<file path="config.mk">
export PLATFORM = sky130hd
export DESIGN_NAME = instruction_fetch
export DESIGN_NICKNAME = d
export VERILOG_FILES = /design/src/rtl/instruction_fetch.sv
export SDC_FILE = /design/constraint.sdc
export NUM_CORES = 1
export LEC_CHECK = 0
export CORE_UTILIZATION = 35
export DETAILED_ROUTE_END_ITERATION = 16
export MAX_ROUTING_LAYER = met4
export PLACE_DENSITY = 0.65
export REMOVE_ABC_BUFFERS = 1
export SLEW_MARGIN = 20
export SYNTH_ARGS = -nofsm -noshare
export SYNTH_HDL_FRONTEND = slang
export SYNTH_SLANG_ARGS = --single-unit
</file>
<file path="constraint.sdc">
create_clock -name clock -period 7 [get_ports clock]
set_clock_uncertainty 0.15 [all_clocks]
set_input_delay 1.05 -clock clock [delete_from_list [all_inputs] [get_ports clock]]
set_output_delay 1.05 -clock clock [all_outputs]
set_load 0.05 [all_outputs]
</file>
<file path="src/rtl/instruction_fetch.sv">
// Instruction fetch stage: owns the PC, drives instruction memory and fills the IF/ID register.
// Jumps are resolved locally by predecode; branch redirects come from a later stage.
module instruction_fetch #(
  parameter int unsigned       ADDR_W    = 10,
  parameter int unsigned       DATA_W    = 32,
  parameter int unsigned       MEM_DEPTH = 81,
  parameter logic [ADDR_W-1:0] RESET_PC  = '0,
  parameter logic [5:0]        JUMP_OP   = 6'b010100
) (
  input  logic              clock,
  input  logic              reset,
  input  logic              stall,
  input  logic              branch_taken,
  input  logic [ADDR_W-1:0] branch_target,
  output logic [ADDR_W-1:0] address,
  input  logic [DATA_W-1:0] instrucao,
  output logic [DATA_W-1:0] if_instr,
  output logic [ADDR_W-1:0] if_pc,
  output logic [ADDR_W-1:0] if_pc_plus1,
  output logic              if_valid,
  output logic              halted
);

  localparam logic [31:0]       Depth32 = 32'(MEM_DEPTH);
  localparam logic [ADDR_W-1:0] LastPc  = ADDR_W'(MEM_DEPTH - 1);

  typedef enum logic [1:0] {
    StBoot,
    StRun,
    StHalt
  } state_e;

  state_e state_q, state_d;

  logic [ADDR_W-1:0] pc_q, pc_d;
  logic [DATA_W-1:0] instr_q, instr_d;
  logic [ADDR_W-1:0] ipc_q, ipc_d;
  logic [ADDR_W-1:0] ipc1_q, ipc1_d;
  logic              valid_q, valid_d;

  logic              is_jump;
  logic [25:0]       jump_tgt;
  logic              jump_ok;
  logic              branch_ok;
  logic              at_last;
  logic [ADDR_W-1:0] pc_plus1;

  // Targets are range-checked at full width so high jump bits cannot alias into range.
  assign is_jump   = (instrucao[31:26] == JUMP_OP);
  assign jump_tgt  = instrucao[25:0];
  assign jump_ok   = (32'(jump_tgt) < Depth32);
  assign branch_ok = (32'(branch_target) < Depth32);
  assign at_last   = (pc_q == LastPc);
  assign pc_plus1  = pc_q + ADDR_W'(1);

  // State register
  always_ff @(posedge clock or posedge reset) begin
    if (reset) begin
      state_q <= StBoot;
    end else begin
      state_q <= state_d;
    end
  end

  // Next-state logic
  always_comb begin
    state_d = state_q;
    unique case (state_q)
      StBoot: state_d = StRun;
      StRun: begin
        if (branch_taken) begin
          if (!branch_ok) state_d = StHalt;
        end else if (!stall) begin
          if (is_jump) begin
            if (!jump_ok) state_d = StHalt;
          end else if (at_last) begin
            state_d = StHalt;
          end
        end
      end
      StHalt: begin
        if (branch_taken && branch_ok) state_d = StRun;
      end
      default: state_d = StBoot;
    endcase
  end

  // Output logic
  always_comb begin
    halted = (state_q == StHalt);
  end

  // PC and IF/ID next values
  always_comb begin
    pc_d    = pc_q;
    instr_d = instr_q;
    ipc_d   = ipc_q;
    ipc1_d  = ipc1_q;
    valid_d = valid_q;
    unique case (state_q)
      StBoot: valid_d = 1'b0;
      StRun: begin
        if (branch_taken) begin
          valid_d = 1'b0;
          if (branch_ok) pc_d = branch_target;
        end else if (!stall) begin
          instr_d = instrucao;
          ipc_d   = pc_q;
          ipc1_d  = pc_plus1;
          valid_d = 1'b1;
          if (is_jump) begin
            if (jump_ok) pc_d = jump_tgt[ADDR_W-1:0];
          end else if (!at_last) begin
            pc_d = pc_plus1;
          end
        end
      end
      StHalt: begin
        valid_d = 1'b0;
        if (branch_taken && branch_ok) pc_d = branch_target;
      end
      default: valid_d = 1'b0;
    endcase
  end

  always_ff @(posedge clock or posedge reset) begin
    if (reset) begin
      pc_q    <= RESET_PC;
      instr_q <= '0;
      ipc_q   <= '0;
      ipc1_q  <= '0;
      valid_q <= 1'b0;
    end else begin
      pc_q    <= pc_d;
      instr_q <= instr_d;
      ipc_q   <= ipc_d;
      ipc1_q  <= ipc1_d;
      valid_q <= valid_d;
    end
  end

  assign address     = pc_q;
  assign if_instr    = instr_q;
  assign if_pc       = ipc_q;
  assign if_pc_plus1 = ipc1_q;
  assign if_valid    = valid_q;

endmodule
</file>
==> Yosys cells after proc, flatten, opt, wreduce, memory -nomap -nowiden <==
Cells that the tools add are included.
{ "classes": {"n_addsub": 1, "multipliers": 0, "n_div": 0, "magnitude_cmp": 2, "eq_ne": 12, "n_shift": 0, "n_mux": 19, "n_bitwise": 2, "reduce_logical": 6} }
{ "op_table": {"columns": ["operator", "n"], "rows": [
  ["$mux W10", 7],
  ["$lt A26 B7 Y1 const B", 1],
  ["$pmux W10 S2", 1],
  ["$ne A4 B4 Y1 const B", 4],
  ["$mux W2", 7],
  ["$add A10 B1 Y10 const B", 1],
  ["$eq A10 B7 Y1 const B", 1],
  ["$lt A10 B7 Y1 const B", 1],
  ["$ne A3 B3 Y1 const B", 3],
  ["$eq A6 B5 Y1 const B", 1],
  ["$pmux W2 S3", 1],
  ["$reduce_and A6 Y1", 1],
  ["$reduce_and A5 Y1", 1],
  ["$mux W1", 3],
  ["$reduce_and A3 Y1", 1],
  ["$eq A2 B1 Y1 const B", 1],
  ["$eq A2 B2 Y1 const B", 1],
  ["$logic_not A2 Y1", 1],
  ["$ne A2 B1 Y1 const B", 1],
  ["$not A1 Y1", 2],
  ["$reduce_bool A2 Y1", 1],
  ["$logic_and A1 B1 Y1", 1]
]} }
{ "totals": {"regBits": 65, "latch_bits": 0, "ram_bits": 0, "rom_bits": 0, "input_bits": 46, "output_inout_bits": 64, "elab_cells": 48, "memories": 0} }

==> Depth between registers and ports, before layout <==
{ "depth": {"depth_word": 6, "depth_mapped": 8, "depth_no_buf": 7} }

==> Worst setup path after synthesis <==
Ideal clock, no wire load.
{ "synth_timing": {"path_kind": "input -> register", "startpoint": "input port instrucao[26]", "endpoint": "register pc_q[3] (netlist: address[3])", "arrival_time_ps": 2654, "t_required_ps": 6725, "path_slack_ps": 4071, "stages": 6, "path_buffers": 1, "path_cell_list": "nor4b_1 -> and2_1 -> buf_2 -> o32ai_2 -> o211ai_4 -> mux2_2"} }
{ "synth_via": {"elab_chain_cells": 5} }
{ "synth_rtl": {"columns": ["element", "line", "rtl"], "rows": [
  ["from (decl)", "16", "input logic [DATA_W-1:0] instrucao,"],
  ["$eq A6 B5 Y1 (*)", "49", "assign is_jump = (instrucao[31:26] == JUMP_OP);"],
  ["$mux W10", "111", "if (is_jump) begin"],
  ["$mux W10", "106", "end else if (!stall) begin"],
  ["$mux W10", "103", "if (branch_taken) begin"],
  ["$pmux W10 S2", "100", "unique case (state_q)"],
  ["to (signal assigned)", "134", "pc_q <= pc_d;"],
  ["to (decl)", "35", "logic [ADDR_W-1:0] pc_q, pc_d;"]
]} }
Every way passes the cells marked *; elsewhere a longest branch is shown, timed or not. The select of a mux whose other input is x is not followed.
A chain may end at the register's enable or synchronous reset.

==> Worst setup path in the final report <==
{ "layout_timing": {"startpoint": "input port instrucao[26]", "endpoint": "register pc_q[1] (netlist: address[1])"} }
Same word-level chain as after synthesis.

==> metrics.md <==
| Metric | Value |
|---|---|
| Status | finished clean |
| Layout cell share with drive strength beyond 1 | 20.98% |
| GR Util All Layers | between 10% and 20% |
| Final period util | 49.95% |
| Total congestion overflow | 0 |
| CP Launch Type | input port |
| Min Tclk post-route | 3.496 ns |
| Headroom to the max-slew limit | 44.68% |
| Top Family by Delay on Critical Path | simple AND/OR/NAND/NOR gates |
| Post-DP Area | about 4200 um2 |
| Critical-path cell list | clkdlybuf4s50_1 > nor4b_1 > and2_1 > o32ai_2 > o211ai_4 > mux2_2 |
| Routability Congestion | 0.8740 |
| P_sw | 1.194 mW |
| Synth warn | 0 |
| Final Hold Viols | 0 |
| Register bit total from synthesis | 65 |
| Post-route DRC | 0 |
| # port buffers | roughly 110 |
| Setup WS pre-CTS | 3.167 ns |
| Slowest-stage cell, CP | nor4b_1 |
| First-pass GRT wire length | between 10 and 15 mm |
| Leakage power | 1.797 nW |
| Post-cts resize count | 0 |
| Hold Path Class | flip-flop to flip-flop |
| 1st-iter DRT viols | 97 |
| Setup ws final | 3.504 ns |
| Diode count | 0 |
| Via count | 2,427 |
| Hold Startpoint | if_pc_plus1[4] |
| Flop2flop setup slack | 4.15 ns |
| Met2 WL post-DR | 3.618 mm |
| Worst r2r src | address[0] |
| CTS Buffer Depth | 2 |
| DRT met1 WL | about 3.7 mm |
| Clock power frac | 14.4% |
| H-tree depth | 3 |
| CTS tree | yes |
| Fmax | 0.2860 GHz |
| Gate power share | ~57% |
| Die area | 9009 um2 |
| Largest net degree at the start of global routing | 66 |
| Worst reg2reg path endpoint | address[1] |
| Max-cap viol count | 0 |
| Sequential area share after synthesis | 53.83% |
| Area leader, netlist | dfrtp_1 |
| Hpwl dp | 5.596 mm |
| Core area | 8299 um2 |
| # fillers | 742 |
| Pwr per Cell Area | about 570 nW/um2 |
| Worst path arrival time | 3.57 ns |
| CP peak stage delay | 0.63 ns |
| RSZ-0062 raised after global routing | no |
| Met3 wire len | 459 um |
| Highest routed layer | met4 |
| Post-Syn Area | 3022 um2 |
| Synth cell types | 42 |
| Clk root buf | clkbuf_8 |
| Routed Wire Length | ~7.9 mm |
| Crit Path Class | input port to flip-flop |
| Worst-margin pin slew | 0.8298 ns |
| Setup_tns | 0 ns |
| # IOs | 110 |
| # setup viols final | 0 |
| Final instance area | 4439 um2 |
| Nets | 410 |
| Die span in y | 94.92 um |
| Critical Path RT | 7.08 ns |
| Worst Path Buf+Inv | 1 |
| VDD IR max | between 0.2 and 0.3 mV |
| Hold Path Cell Cnt | 1 |
| Rows | 33 |
| Reg2reg path depth | 7 |
| P_int | roughly 1.3 mW |
| Post-route antenna net violation count | 0 |
| Synth area leaders | dfrtp_1 (54%), mux2_2 (20%), o21ai_0 (2.3%), nand2_1 (1.9%), nor4_1 (1.9%) |
| Sw frac | 47.52% |
| Wirelength per Cell | 16.67 um |
| Area Overhead vs Synth | 46.92% |
| Crit. End Element | flip-flop |
| Drt pass-1 iters | 4 |
| Initial Utilization | 36.41% |
| Initial antenna violation count | 0 |
| Clock latency on the worst-skew pair | 0.34 ns |
| Post-CTS Setup Inserts | 0 |
| Hold Path Sink | if_pc_plus1[4] |
| Die Wd | roughly 95 um |
| CTS Buf Count | 9 |
| Reg power frac | 28.1% |
| CTS Hold Bufs | 0 |
| Worst-path clk slew | approximately 0.07 ns |
| Mapped Cells | 250 |
| Critical Path Fanout Max | 10 |
| Number of vias per cell | 5.142 |
| CTS sink cnt | 65 |
| Mean post-synth cell area | about 12 um2 |
| Synth top area share | 53.83% |
| Vias in the first global route | 2,465 |
| Count of final max-slew check failures | 0 |
[worst max-delay path by stage]
stage / start / to / slack [ns] / cells past startpoint
6_report: instrucao[26] / address[1] / 3.50 / 6
5_1_grt: instrucao[26] / address[3] / 3.30 / 6
4_1_cts: instrucao[26] / address[1] / 3.51 / 6
3_5_place_dp: instrucao[26] / address[1] / 3.17 / 6
3_3_place_gp: instrucao[26] / address[4] / 3.20 / 6
2_1_floorplan: branch_taken / if_instr[0] / 2.60 / 3
[power by group through the flow]
stage	registers, mW	clock network [mW]	logic, mW
2_1_floorplan	1.32	0	0.343
4_1_cts	0.706	0.372	1.46
3_5_place_dp	0.710	0	1.45
3_3_place_gp	0.704	0	1.44
6_report	0.705	0.362	1.45
5_1_grt	0.734	0.389	1.52
[sequential cells by signal, indices dropped and copies added, names as in the netlist]
signal       flops
address         10
if_instr        32
if_pc           10
if_pc_plus1     10
if_valid         1
state_q          2
[cells by family (layout without fill, tap and decap cells)]
| group | count (synthesis) | after routing | share of synthesized area, % |
|---|---|---|---|
| XOR/XNOR | 4 | 4 | 1.160 |
| adder cells (fa/ha/maj) | 2 | 2 | 0.8280 |
| buffers and inverters | 17 | 134 | 2.526 |
| AND/OR/NAND/NOR | 66 | 66 | 11.18 |
| AO/OA/AOI/OAI | 38 | 38 | 9.028 |
| flip-flops | 65 | 65 | 53.83 |
| multiplexers | 58 | 58 | 21.45 |
[area by class of cell]
type / count / area [um2] / area share (%)
flip-flops and latches: 65 / 1627 / 36.64
repair buffers: 111 / 1106 / 24.92
clock inverters: 2 / 60.06 / 1.353
clock buffers: 14 / 162.7 / 3.664
multi-input cells: 168 / 1326 / 29.88
well taps: 105 / 131.4 / 2.959
inverters: 7 / 26.28 / 0.5919
[per-layer routing]
layer / global-route usage, % / vias up
met1: 25.92 / 1197
li1: - / 1136
met2: 27.22 / 83
met4: 8.207 / 0
met5: - / -
met3: 4.911 / 11
[layout by cell type, fill, tap and decap left out, types with 2 or more instances in the layout]
| master | netlist | routed |
|---|---|---|
| nor2b_1 | 2 | 2 |
| clkbuf_1 | 2 | 3 |
| clkdlybuf4s50_1 | 0 | 109 |
| or2_2 | 2 | 2 |
| nand4_1 | 2 | 2 |
| inv_1 | 7 | 6 |
| a2bb2oi_1 | 2 | 2 |
| mux2_2 | 54 | 54 |
| nor3_1 | 6 | 6 |
| a21oi_1 | 5 | 5 |
| clkbuf_8 | 0 | 11 |
| xnor2_1 | 2 | 2 |
| mux2i_1 | 4 | 4 |
| nor4b_1 | 2 | 2 |
| o21a_1 | 4 | 4 |
| nand2b_1 | 2 | 2 |
| bufinv_16 | 0 | 2 |
| buf_4 | 0 | 2 |
| xor2_1 | 2 | 2 |
| nand2_1 | 15 | 15 |
| nor2_1 | 13 | 12 |
| nand3_1 | 7 | 7 |
| a31oi_1 | 3 | 3 |
| dfrtp_1 | 65 | 65 |
| ha_1 | 2 | 2 |
| o21ai_0 | 14 | 14 |
| nor4_1 | 9 | 9 |
[Yosys cell counts, drive strengths merged]
cell type  number
a21o            1
a21oi           5
a2bb2oi         2
a31oi           3
and2            1
and3            1
buf             8
clkbuf          2
dfrtp          65
ha              2
inv             7
mux2           54
mux2i           4
nand2          15
nand2b          2
nand3           7
nand3b          1
nand4           2
nor2           13
nor2b           2
nor3            6
nor4            9
nor4b           2
o211a           1
o211ai          2
o21a            4
o21ai          14
o21ba           1
o311ai          1
o31a            2
o32ai           1
o41a            1
or2             2
or3             1
or4             1
or4b            1
xnor2           2
xor2            2
[per-stage QoR]
| stage | util, % | hold WS, ns | instances | power (mW) |
|---|---|---|---|---|
| after floorplan | - | 0.3784 | 240 | 1.664 |
| after global placement | 50.81 | 0.3397 | 456 | 2.147 |
| after detailed placement | 50.81 | 0.3448 | 456 | 2.162 |
| after CTS | 53.49 | 0.3605 | 472 | 2.533 |
| after global routing | 53.49 | 0.3755 | 472 | 2.641 |
| final | 53.49 | 0.3540 | 472 | 2.513 |
No activity file was read; power rests on OpenSTA's default activity.
